==> src/rtl/serial_pkg.sv <==
// Types and defaults shared by the serial transmit shifter and the capture register.
package serial_pkg;

  typedef enum logic {IDLE, SHIFT} tx_state_e;

  localparam int SER_WIDTH     = 8;
  localparam bit SER_MSB_FIRST = 1'b1;

endpackage

==> src/rtl/serial_tx_shifter.sv <==
// Parallel-to-serial transmitter: takes a word over valid/ready and emits it one bit per clk.
//
//   state | meaning
//   IDLE  | no word in flight, load_ready=1, d_out/d_valid held low
//   SHIFT | emitting the head bit; last bit when count==WIDTH-1
module serial_tx_shifter
  import serial_pkg::*;
#(
  parameter int WIDTH     = SER_WIDTH,
  parameter bit MSB_FIRST = SER_MSB_FIRST
) (
  input  logic             clk,
  input  logic             reset,
  input  logic             load_valid,
  output logic             load_ready,
  input  logic [WIDTH-1:0] load_data,
  output logic             d_out,
  output logic             d_valid,
  output logic             done
);

  localparam int            CW   = $clog2(WIDTH);
  localparam logic [CW-1:0] LAST = CW'(WIDTH - 1);

  tx_state_e        r_state;
  logic [WIDTH-1:0] r_shift;
  logic [CW-1:0]    r_count;

  logic w_shifting;
  logic w_last;
  logic w_accept;
  logic w_head;

  assign w_shifting = (r_state == SHIFT);
  assign w_last     = w_shifting && (r_count == LAST);
  assign w_accept   = load_valid && load_ready;
  assign w_head     = MSB_FIRST ? r_shift[WIDTH-1] : r_shift[0];

  // Ready comes from state/count only so upstream never sees a valid->ready loop.
  assign load_ready = !w_shifting || w_last;
  assign d_valid    = w_shifting;
  assign d_out      = w_shifting && w_head;
  assign done       = w_last;

  always_ff @(posedge clk or negedge reset) begin
    if (!reset) begin
      r_state <= IDLE;
      r_shift <= '0;
      r_count <= '0;
    end else if (w_accept) begin
      r_state <= SHIFT;
      r_shift <= load_data;
      r_count <= '0;
    end else if (w_last) begin
      r_state <= IDLE;
      r_shift <= '0;
      r_count <= '0;
    end else if (w_shifting) begin
      r_count <= r_count + 1'b1;
      if (MSB_FIRST) r_shift <= {r_shift[WIDTH-2:0], 1'b0};
      else           r_shift <= {1'b0, r_shift[WIDTH-1:1]};
    end
  end

endmodule

==> config.mk <==
export PLATFORM = sky130hd
export DESIGN_NAME = serial_tx_shifter
export DESIGN_NICKNAME = d
export VERILOG_FILES = /design/src/rtl/serial_pkg.sv /design/src/rtl/serial_tx_shifter.sv
export SDC_FILE = /design/constraint.sdc
export NUM_CORES = 1
export LEC_CHECK = 0
export CAP_MARGIN = 20
export CORE_UTILIZATION = 30
export DETAILED_ROUTE_END_ITERATION = 10
export GPL_ROUTABILITY_DRIVEN = 0
export PLACE_DENSITY_LB_ADDON = 0.25
export REMOVE_ABC_BUFFERS = 1
export SLEW_MARGIN = 40
export SYNTH_ARGS = -nofsm -noshare
export SYNTH_HDL_FRONTEND = slang
export SYNTH_SLANG_ARGS = --single-unit
==> constraint.sdc <==
create_clock -name clk -period 3.5 [get_ports clk]
set_clock_uncertainty 0.15 [all_clocks]
set_input_delay 0.7 -clock clk [delete_from_list [all_inputs] [get_ports clk]]
set_output_delay 0.7 -clock clk [all_outputs]
set_load 0.005 [all_outputs]
# Word-level counts from Yosys, hierarchy flattened
# Cells that the tools add are included.
[word_totals] regBits=12 out_inout_bits=4 elab_cells=20
[op_classes] add_sub_neg=1 n_eq_ne=1 n_mux=8 reduce_logical=7
[ops] operator="two-way mux 8 bit" n=3
[ops] operator="two-way mux 3 bit" n=3
[ops] operator="adder 3 x 1 -> 3 bit, second input constant" n=1
[ops] operator="== test 3 bit, second input constant" n=1
[ops] operator="logical AND 1 bit" n=3
[ops] operator="nonzero test 3 bit" n=1
[ops] operator="two-way mux 1 bit" n=2
[ops] operator="nonzero test 2 bit" n=1
[ops] operator="logical NOT 1 bit" n=1
[ops] operator="logical OR 1 bit" n=1

# Depth between registers and ports, before layout
# Gate-level depths: netlist of the first run.
[logic_depth] ltp_word=5 depth_mapped=5 mapped_depth_nobuf=4

# Worst setup path after synthesis of the first run
# No wires, ideal clock.
[synth_timing] kind="register -> output" startpoint="reg r_count[0]" endpoint="out load_ready" arrival_time_ns=1.032 slack_ns=1.618 stages_incl_launch_ff=5 n_path_buf=1 path_cell_list="dfrtp_1 ha_1 ha_1 nand2b_2 buf_6"
[synth_between] elab_chain_cells=3
[synth_rtl] element="start, declared" line="serial_tx_shifter.sv:27" source="logic [CW-1:0] r_count;"
[synth_rtl] element="start signal, assigned" line="serial_tx_shifter.sv:59" source="r_count <= r_count + 1'b1;"
[synth_rtl] element="== test 3 bit" line="serial_tx_shifter.sv:35" source="assign w_last = w_shifting && (r_count == LAST);"
[synth_rtl] element="logical AND 1 bit" line="serial_tx_shifter.sv:35"
[synth_rtl] element="logical OR 1 bit" line="serial_tx_shifter.sv:40" source="assign load_ready = !w_shifting || w_last;"
[synth_rtl] element="end, declared" line="serial_tx_shifter.sv:15" source="output logic load_ready,"
# Every way passes these cells.

# Worst setup path after layout of the first run
# Ends and elaborated chain as after synthesis.

==> results of run 1 <==
-- where the power goes --
group          internal (µW)  switching, µW
sequential               193           40.2
clock                   39.8           42.1
combinational            144           89.2
-- kinds of logic after synthesis --
group / synth area share
simple gates: 0.261
fa+ha+maj: 0.0386
buf+inv: 0.0675
compound gates: 0.154
mux: 0.0154
flops: 0.463
-- final cells by class --
class,instances,area share
multi-input combinational,36,0.378
inverter,1,0.00467
sequential,12,0.373
timing repair buffer,14,0.174
clock buffer,3,0.0280
tap,27,0.0420
-- metrics by stage --
| step | hold WS [ns] | util | setup slack (ns) |
|---|---|---|---|
| 2_1_floorplan | 0.254 | - | 1.59 |
| 3_3_place_gp | 0.336 | 0.391 | 0.978 |
| 3_5_place_dp | 0.341 | 0.391 | 0.943 |
| 4_1_cts | 0.355 | 0.402 | 0.637 |
| 5_1_grt | 0.379 | 0.402 | 0.548 |
| 6_report | 0.355 | 0.402 | 0.674 |
-- registers in the layout, summed over array words and instances, names as in the netlist --
register  cells
r_count       3
d_valid       1
r_shift       8
-- synthesized netlist by cell type (all sizes together) --
master,number
clkbuf,1
nor3b,8
buf,5
or3b,1
and3b,7
ha,2
o21ai,1
nand2b,1
o22ai,1
a311o,7
nor2,1
a32o,1
and2,2
inv,1
mux2i,1
or2b,1
dfrtp,12
a31o,1
nand2,1
-- worst register-to-register path, delay by kind of cell (launching register included) --
kind,cells,cell delay (ns)
DFF,1,0.39
adders and majority gates,2,0.48
AOI/OAI and AO/OA,1,0.41
and+or+nand+nor,1,0.33
-- how the worst max path moves through the flow --
stage	start	endpoint	slack [ns]	cells after the start
detailed placement	r_count[0]$_DFFE_PN0P_	load_ready	0.94	4
global route	r_count[0]$_DFFE_PN0P_	load_ready	0.55	4
CTS	r_count[0]$_DFFE_PN0P_	load_ready	0.64	4
global placement	r_count[0]$_DFFE_PN0P_	load_ready	0.98	4
finish	r_count[0]$_DFFE_PN0P_	load_ready	0.67	4
floorplan	r_count[0]$_DFFE_PN0P_	load_ready	1.59	3
-- placed cells by master, fill, tap and decap left out, drive strengths merged --
master / synthesis / final
ha: 2 / 2
inv: 1 / 1
nor2: 1 / 1
o22ai: 1 / 1
mux2i: 1 / 1
a311o: 7 / 7
and2: 2 / 2
clkdlybuf4s50: 0 / 14
clkbuf: 1 / 3
a31o: 1 / 1
dfrtp: 12 / 12
nor3b: 8 / 8
and3b: 7 / 7
or2b: 1 / 1
or3b: 1 / 1
o21ai: 1 / 1
nand2b: 1 / 1
nand2: 1 / 1
a32o: 1 / 1
-- routing by layer --
layer | vias up | share of wire | global-route usage
li1 | 233 | - | -
met1 | 208 | 0.51 | 0.138
met2 | 15 | 0.42 | 0.176
met3 | 0 | 0.073 | 0.0597
met4 | 0 | 0 | 0.0294
met5 | - | 0 | 0
==> results.yml, run 1 <==
clocking:
  cts_resized: 0
  holdBufCountCts: 0
  cts_max_path_buffers: 2
  cts_tree: "built"
  post_cts_buffers: 0
  numCtsBuffers: 3
  clkTransAtPathRegs_ns: 0.07
  clk_latency_ns: 0.27
  clock_sinks: 12
  htreeDepth: 1
  root_buffer: "clkbuf_4"
synthesis:
  syn_area_per_cell_um2: 11.8
  yosysWarnings: 0
  yosysSeqAreaShare: 0.463
  synth_seq_cells: 12
  synth_top_cell_by_area: "dfrtp_1"
  synth_top_cell_area_share: 0.463
  syn_inst: 55
  synthTopCellsByArea: "dfrtp_1, a311o_1, nor3b_1, and3b_1, ha_1"
  synth_area_um2: 648
  synth_cell_type_count: 22
grt:
  grt_pass1_wl_um: 1990
  grt_pass1_vias: 437
  antenna_found_initial: 0
  grt_overflow_total: 0
  grt_max_degree: 25
  grt_usage: 0.114
worst_setup_path:
  critPathArrivalTime_ns: 1.98
  cp_common_cell: "ha_1"
  r2r_setup_slack_ns: 1.63
  r2r_start: "r_count[0]$_DFFE_PN0P_"
  crit_family: "buffers and inverters"
  cp_max_fo: 11
  required_ns: 2.65
  path_buf_inv: 1
  path_class: "flip-flop to primary output"
  critPathMaxStageDelay_ns: 0.51
  worstPathCellList: "ha_1 -> ha_1 -> nand2b_2 -> clkdlybuf4s50_1"
  rr_endpoint: "r_shift[1]$_DFFE_PN0P_"
  endpoint_kind: "primary output"
  slowest_stage: "clkdlybuf4s50_1"
  cp-start-kind: "flip-flop"
  r2r_cells: 4
routing:
  drtAntennaViolNets: 0
  first_iter_violations: 5
  drt_first_pass_iters: 4
  via_count: 456
  routedWlPerCell_um: 12.6
  totalWireLength_um: 1170
  drc_errors: 0
  vias_per_cell: 4.90
pwr:
  power_uw: 548
  p_leak_uw: 0.000344
  peakVddDrop_v: 0.000320
  powerDensity_nw_per_um2: 682
die:
  io_pins: 15
  fp.dieW_um: 48.5
  coreArea_um2: 2000
  rows: 16
  fp.dieH_um: 48.5
  die_area_um2: 2350
  start_util: 0.324
run:
  maxCapViolations: 0
sta:
  finalHoldViolations: 0
  fin_crit_sh: 0.807
  maxSlewViolCount: 0
  finalSetupViolCount: 0
  fin_tns_setup_ns: 0
  rsz0062_at_grt: "no"
  fmax_ghz: 0.354
  slew_headroom: 0.554
  fin_crit_ns: 2.83
  max_slew.worst_pin.slew_ns: 0.667
layout:
  stdcell_count: 93
  register_area_um2: 300
  fillCellCount: 203
  diodes: 0
  area_growth_pct: 24.1
  finalNetCount: 81
  design_area_um2: 805
  drive_gt1_frac: 0.106
  multi_input_area_um2: 304
hold_path:
  hold_path.class: "flip-flop to flip-flop"
  hold_path_end: "r_count[0]$_DFFE_PN0P_"
  min_from: "r_count[0]$_DFFE_PN0P_"
  hold_depth: 1
status:
  status: "complete, no violations"
placed_design:
  port_buffers: 14
  dp_hpwl_um: 760
  postPlaceCellArea_um2: 782
  dpl.cell_count: 90
No activity file was read; power rests on OpenSTA's default activity.
==> run 2, diff against run 1 <==
clock period = 2.9 ns   (was 3.5 ns; I/O delays follow)
==> run 2 against run 1 <==
  * Sequential share of layout area shrank 0.35 points
  * Global-route usage is 0.56 points higher
  * Clock power up 18%
  * Register-to-register slack got worse by 0.59 ns
  * Power grew 22%
  * First-iteration DRC count unchanged
  * Worst hold slack better by 0.0086 ns
  * Combinational power grew 29%
  * Critical endpoint unchanged
==> results.yml, run 2 (same netlist as run 1, synthesis figures left out) <==
status:
  status: "complete, no violations"
grt:
  grt_pass1_vias: 436
  antenna_found_initial: 0
  grt_overflow_total: 0
  use_met3: 0.0597
  grt_pass1_wl_um: 2100
  grt_usage: 0.119
  met1_usage: 0.175
  busiest_layer: "met1"
  use_met2: 0.153
  grt_max_degree: 21
worst_setup_path:
  worstPathCellList: "ha_1 -> ha_1 -> nand2b_2 -> clkdlybuf4s50_1"
  cp_max_fo: 11
  endpoint_kind: "primary output"
  cp-start-kind: "flip-flop"
  critPathArrivalTime_ns: 1.96
  required_ns: 2.17
  r2r_setup_slack_ns: 1.04
  critPathMaxStageDelay_ns: 0.54
  path_class: "flip-flop to primary output"
  slowest_stage: "clkdlybuf4s50_1"
  cp_common_cell: "ha_1"
  r2r_cells: 4
clocking:
  clk_latency_ns: 0.26
  clkTransAtPathRegs_ns: 0.07
  cts_tree: "built"
  cts_max_path_buffers: 2
  post_cts_buffers: 0
  clock_sinks: 12
  numCtsBuffers: 3
  holdBufCountCts: 0
  cts_resized: 0
  htreeDepth: 1
  root_buffer: "clkbuf_4"
sta:
  fin_tns_setup_ns: 0
  max_slew.worst_pin.slew_ns: 0.651
  fin_crit_ns: 2.69
  slew_headroom: 0.565
  finalSetupViolCount: 0
  rsz0062_at_grt: "no"
  maxSlewViolCount: 0
  finalHoldViolations: 0
  fmax_ghz: 0.371
  fin_crit_sh: 0.929
  fin_hold_ws_ns: 0.363
die:
  rows: 16
  start_util: 0.324
  coreArea_um2: 2000
  fp.dieW_um: 48.5
  die_area_um2: 2350
  fp.dieH_um: 48.5
  io_pins: 15
routing:
  drc_errors: 0
  via_count: 443
  drtAntennaViolNets: 0
  totalWireLength_um: 1180
  vias_per_cell: 4.71
  drt_first_pass_iters: 4
  routedWlPerCell_um: 12.5
  first_iter_violations: 5
layout:
  final_util: 0.406
  drive_gt1_frac: 0.119
  mostFrequentLayoutCell: "clkdlybuf4s50_1"
  area_growth_pct: 25.3
  fillCellCount: 200
  design_area_um2: 812
  finalNetCount: 82
  diodes: 0
  most-common-layout-cells: "clkdlybuf4s50_1, dfrtp_1, nor3b_1"
  largest_reg_flops: 8
  max_flop_register: "r_shift"
pwr:
  p_leak_uw: 0.000349
  peakVddDrop_v: 0.000417
  power_frac_seq: 0.402
  combPwrFrac: 0.454
  p_int_uw: 461
  p_sw_frac: 0.311
  p_sw_uw: 208
  power_uw: 669
  powerDensity_nw_per_um2: 824
  p_clk_frac: 0.145
placed_design:
  port_buffers: 14
  postPlaceCellArea_um2: 790
hold_path:
  hold_path.class: "flip-flop to flip-flop"
  hold_depth: 1
run:
  maxCapViolations: 0
run 2: critical path: cells and delay by family, from the launching register on:
kind / cells / cell delay, ns
buffers and inverters: 1 / 0.54
adder cells (fa/ha/maj): 2 / 0.48
flip-flops: 1 / 0.36
AND/OR/NAND/NOR: 1 / 0.32
run 2: metal layers:
layer | share of wire | routed length, µm
met5 | 0 | 0
met3 | 0.056 | 66
met1 | 0.56 | 661
met4 | 0 | 0
met2 | 0.38 | 450
run 2: power by group through the flow:
stage / Combinational [µW] / Sequential, µW / Clock [µW]
after CTS: 309 / 269 / 105
after floorplan: 193 / 272 / 0
after global placement: 307 / 271 / 0
final: 303 / 269 / 96.8
after detailed placement: 306 / 272 / 0
after global routing: 342 / 277 / 111
run 2: area by class of cell:
class	instances	area (µm²)	area share
sequential	12	300	0.370
tap	27	33.8	0.0416
clock buffer	3	22.5	0.0277
inverter	1	3.75	0.00462
multi-input combinational	36	304	0.374
timing repair buffer	15	148	0.182
run 2: path summary, 6_finish.rpt:
kind	start	end
min reg2reg	r_count[2]$_DFFE_PN0P_	r_count[2]$_DFFE_PN0P_
max in group asynchronous	reset	d_valid$_DFFE_PN0P_
max reg2reg	r_count[0]$_DFFE_PN0P_	r_shift[1]$_DFFE_PN0P_
min in group asynchronous	reset	r_shift[5]$_DFFE_PN0P_
min	r_count[2]$_DFFE_PN0P_	r_count[2]$_DFFE_PN0P_
max	r_count[0]$_DFFE_PN0P_	load_ready
run 2: through the flow:
| step | instances | setup WS [ns] |
|---|---|---|
| after floorplan | 49 | 1.11 |
| after global placement | 91 | 0.518 |
| after detailed placement | 91 | 0.485 |
| after CTS | 94 | 0.172 |
| after global routing | 94 | 0.0722 |
| final | 94 | 0.207 |
==> run 3, diff against run 2 <==
PLACE_DENSITY = 0.63   (was default)
PLACE_DENSITY_LB_ADDON = default   (was 0.25)
==> run 3 against run 2 <==
  * Sequential share of layout area shrank 0.28 points
  * Maximum frequency down 0.38%
  * Combinational power is 6.9% lower
  * Cell count is the same
  * Highest routed layer is now met4
==> results.yml, run 3 (same netlist as run 1, synthesis figures left out) <==
routing:
  first_iter_violations: 5
  drc_errors: 0
  routedWlPerCell_um: 12.5
  drt_first_pass_iters: 4
  totalWireLength_um: 1180
  drtAntennaViolNets: 0
  via_count: 466
  vias_per_cell: 4.96
worst_setup_path:
  required_ns: 2.17
  r2r_start: "r_count[0]$_DFFE_PN0P_"
  cp-start-kind: "flip-flop"
  critPathArrivalTime_ns: 1.97
  r2r_setup_slack_ns: 1.02
  cp_max_fo: 11
  rr_endpoint: "r_shift[4]$_DFFE_PN0P_"
  path_class: "flip-flop to primary output"
  r2r_cells: 4
  endpoint_kind: "primary output"
placed_design:
  dp_slack_ns: 0.485
  port_buffers: 14
  dp_hpwl_um: 773
sta:
  fin_tns_setup_ns: 0
  worst_slack_ns: 0.196
  rsz0062_at_grt: "no"
  finalHoldViolations: 0
  maxSlewViolCount: 0
  finalSetupViolCount: 0
  fin_hold_ws_ns: 0.348
  fmax_ghz: 0.370
  fin_crit_ns: 2.70
  fin_crit_sh: 0.932
  slew_headroom: 0.555
  max_slew.worst_pin.slew_ns: 0.667
grt:
  busiest_layer: "met2"
  met1_usage: 0.147
  grt_pass1_vias: 460
  grt_usage: 0.115
  use_met3: 0.0503
  grt_overflow_total: 0
  grt_max_degree: 25
  antenna_found_initial: 0
  grt_pass1_wl_um: 2100
  use_met2: 0.171
hold_path:
  min_from: "r_count[0]$_DFFE_PN0P_"
  hold_depth: 1
  hold_path.class: "flip-flop to flip-flop"
  hold_path_end: "r_count[0]$_DFFE_PN0P_"
clocking:
  cts_tree: "built"
  clock_sinks: 12
  root_buffer: "clkbuf_4"
  cts_max_path_buffers: 2
  holdBufCountCts: 0
  numCtsBuffers: 3
  clk_latency_ns: 0.27
  cts_resized: 0
  htreeDepth: 1
  post_cts_buffers: 0
  clkTransAtPathRegs_ns: 0.07
layout:
  max_flop_register: "r_shift"
  finalNetCount: 81
  mostFrequentLayoutCell: "clkdlybuf4s50_1"
  area_growth_pct: 26.3
  final_util: 0.409
  drive_gt1_frac: 0.119
  most-common-layout-cells: "clkdlybuf4s50_1, dfrtp_1, nor3b_1"
  largest_reg_flops: 8
  diodes: 0
pwr:
  powerDensity_nw_per_um2: 851
  peakVddDrop_v: 0.000297
  p_leak_uw: 0.000351
die:
  fp.dieH_um: 48.5
  coreArea_um2: 2000
  fp.dieW_um: 48.5
  die_area_um2: 2350
  io_pins: 15
  start_util: 0.324
  rows: 16
status:
  status: "complete, no violations"
run:
  maxCapViolations: 0
[run 3: changes by cell type in the layout (fill, tap and decap cells not counted), sizes merged]
cell,previous run,this run
buf,1,0
clkbuf,3,4
[run 3: routing by layer]
metal  vias to the layer above  part of all wire
li1                        232                 -
met1                       220              0.47
met2                        12              0.46
met3                         2             0.060
met4                         0             0.011
met5                         -                 0
[run 3: worst max-delay path, cell delays in order (launching register included)]
cell and delay, ns:
dfrtp_1 0.39, ha_1 0.20, ha_1 0.28, nand2b_2 0.32
clkdlybuf4s50_1 0.51
[run 3: stage by stage]
| step | area (µm²) | cells | total power (µW) |
|---|---|---|---|
| final | 818 | 94 | 696 |
| after global routing | 818 | 94 | 762 |
| after CTS | 818 | 94 | 709 |
| after detailed placement | 782 | 90 | 573 |
| after global placement | 782 | 90 | 567 |
| after floorplan | 608 | 49 | 465 |
[run 3: power breakdown]
group	internal [µW]	switching, µW	leakage [µW]
Clock	76.3	54.2	0.0000210
Sequential	232	50.8	0.000152
Combinational	175	107	0.000179
Total	484	212	0.000351
[run 3: layout make-up]
type,count,area [µm²]
Tap cell,27,33.8
Inverter,1,3.75
Multi-Input combinational cell,36,304
Clock buffer,4,36.3
Timing Repair Buffer,14,140
Sequential cell,12,300
Fill cell,198,1180
[run 3: worst max-delay path by stage]
stage / from / to / slack (ns) / depth (start not counted)
after floorplan: r_count[0]$_DFFE_PN0P_ / load_ready / 1.11 / 3
after global placement: r_count[0]$_DFFE_PN0P_ / load_ready / 0.52 / 4
after detailed placement: r_count[0]$_DFFE_PN0P_ / load_ready / 0.49 / 4
after CTS: r_count[0]$_DFFE_PN0P_ / load_ready / 0.17 / 4
after global routing: r_count[0]$_DFFE_PN0P_ / load_ready / 0.05 / 4
final: r_count[0]$_DFFE_PN0P_ / load_ready / 0.20 / 4
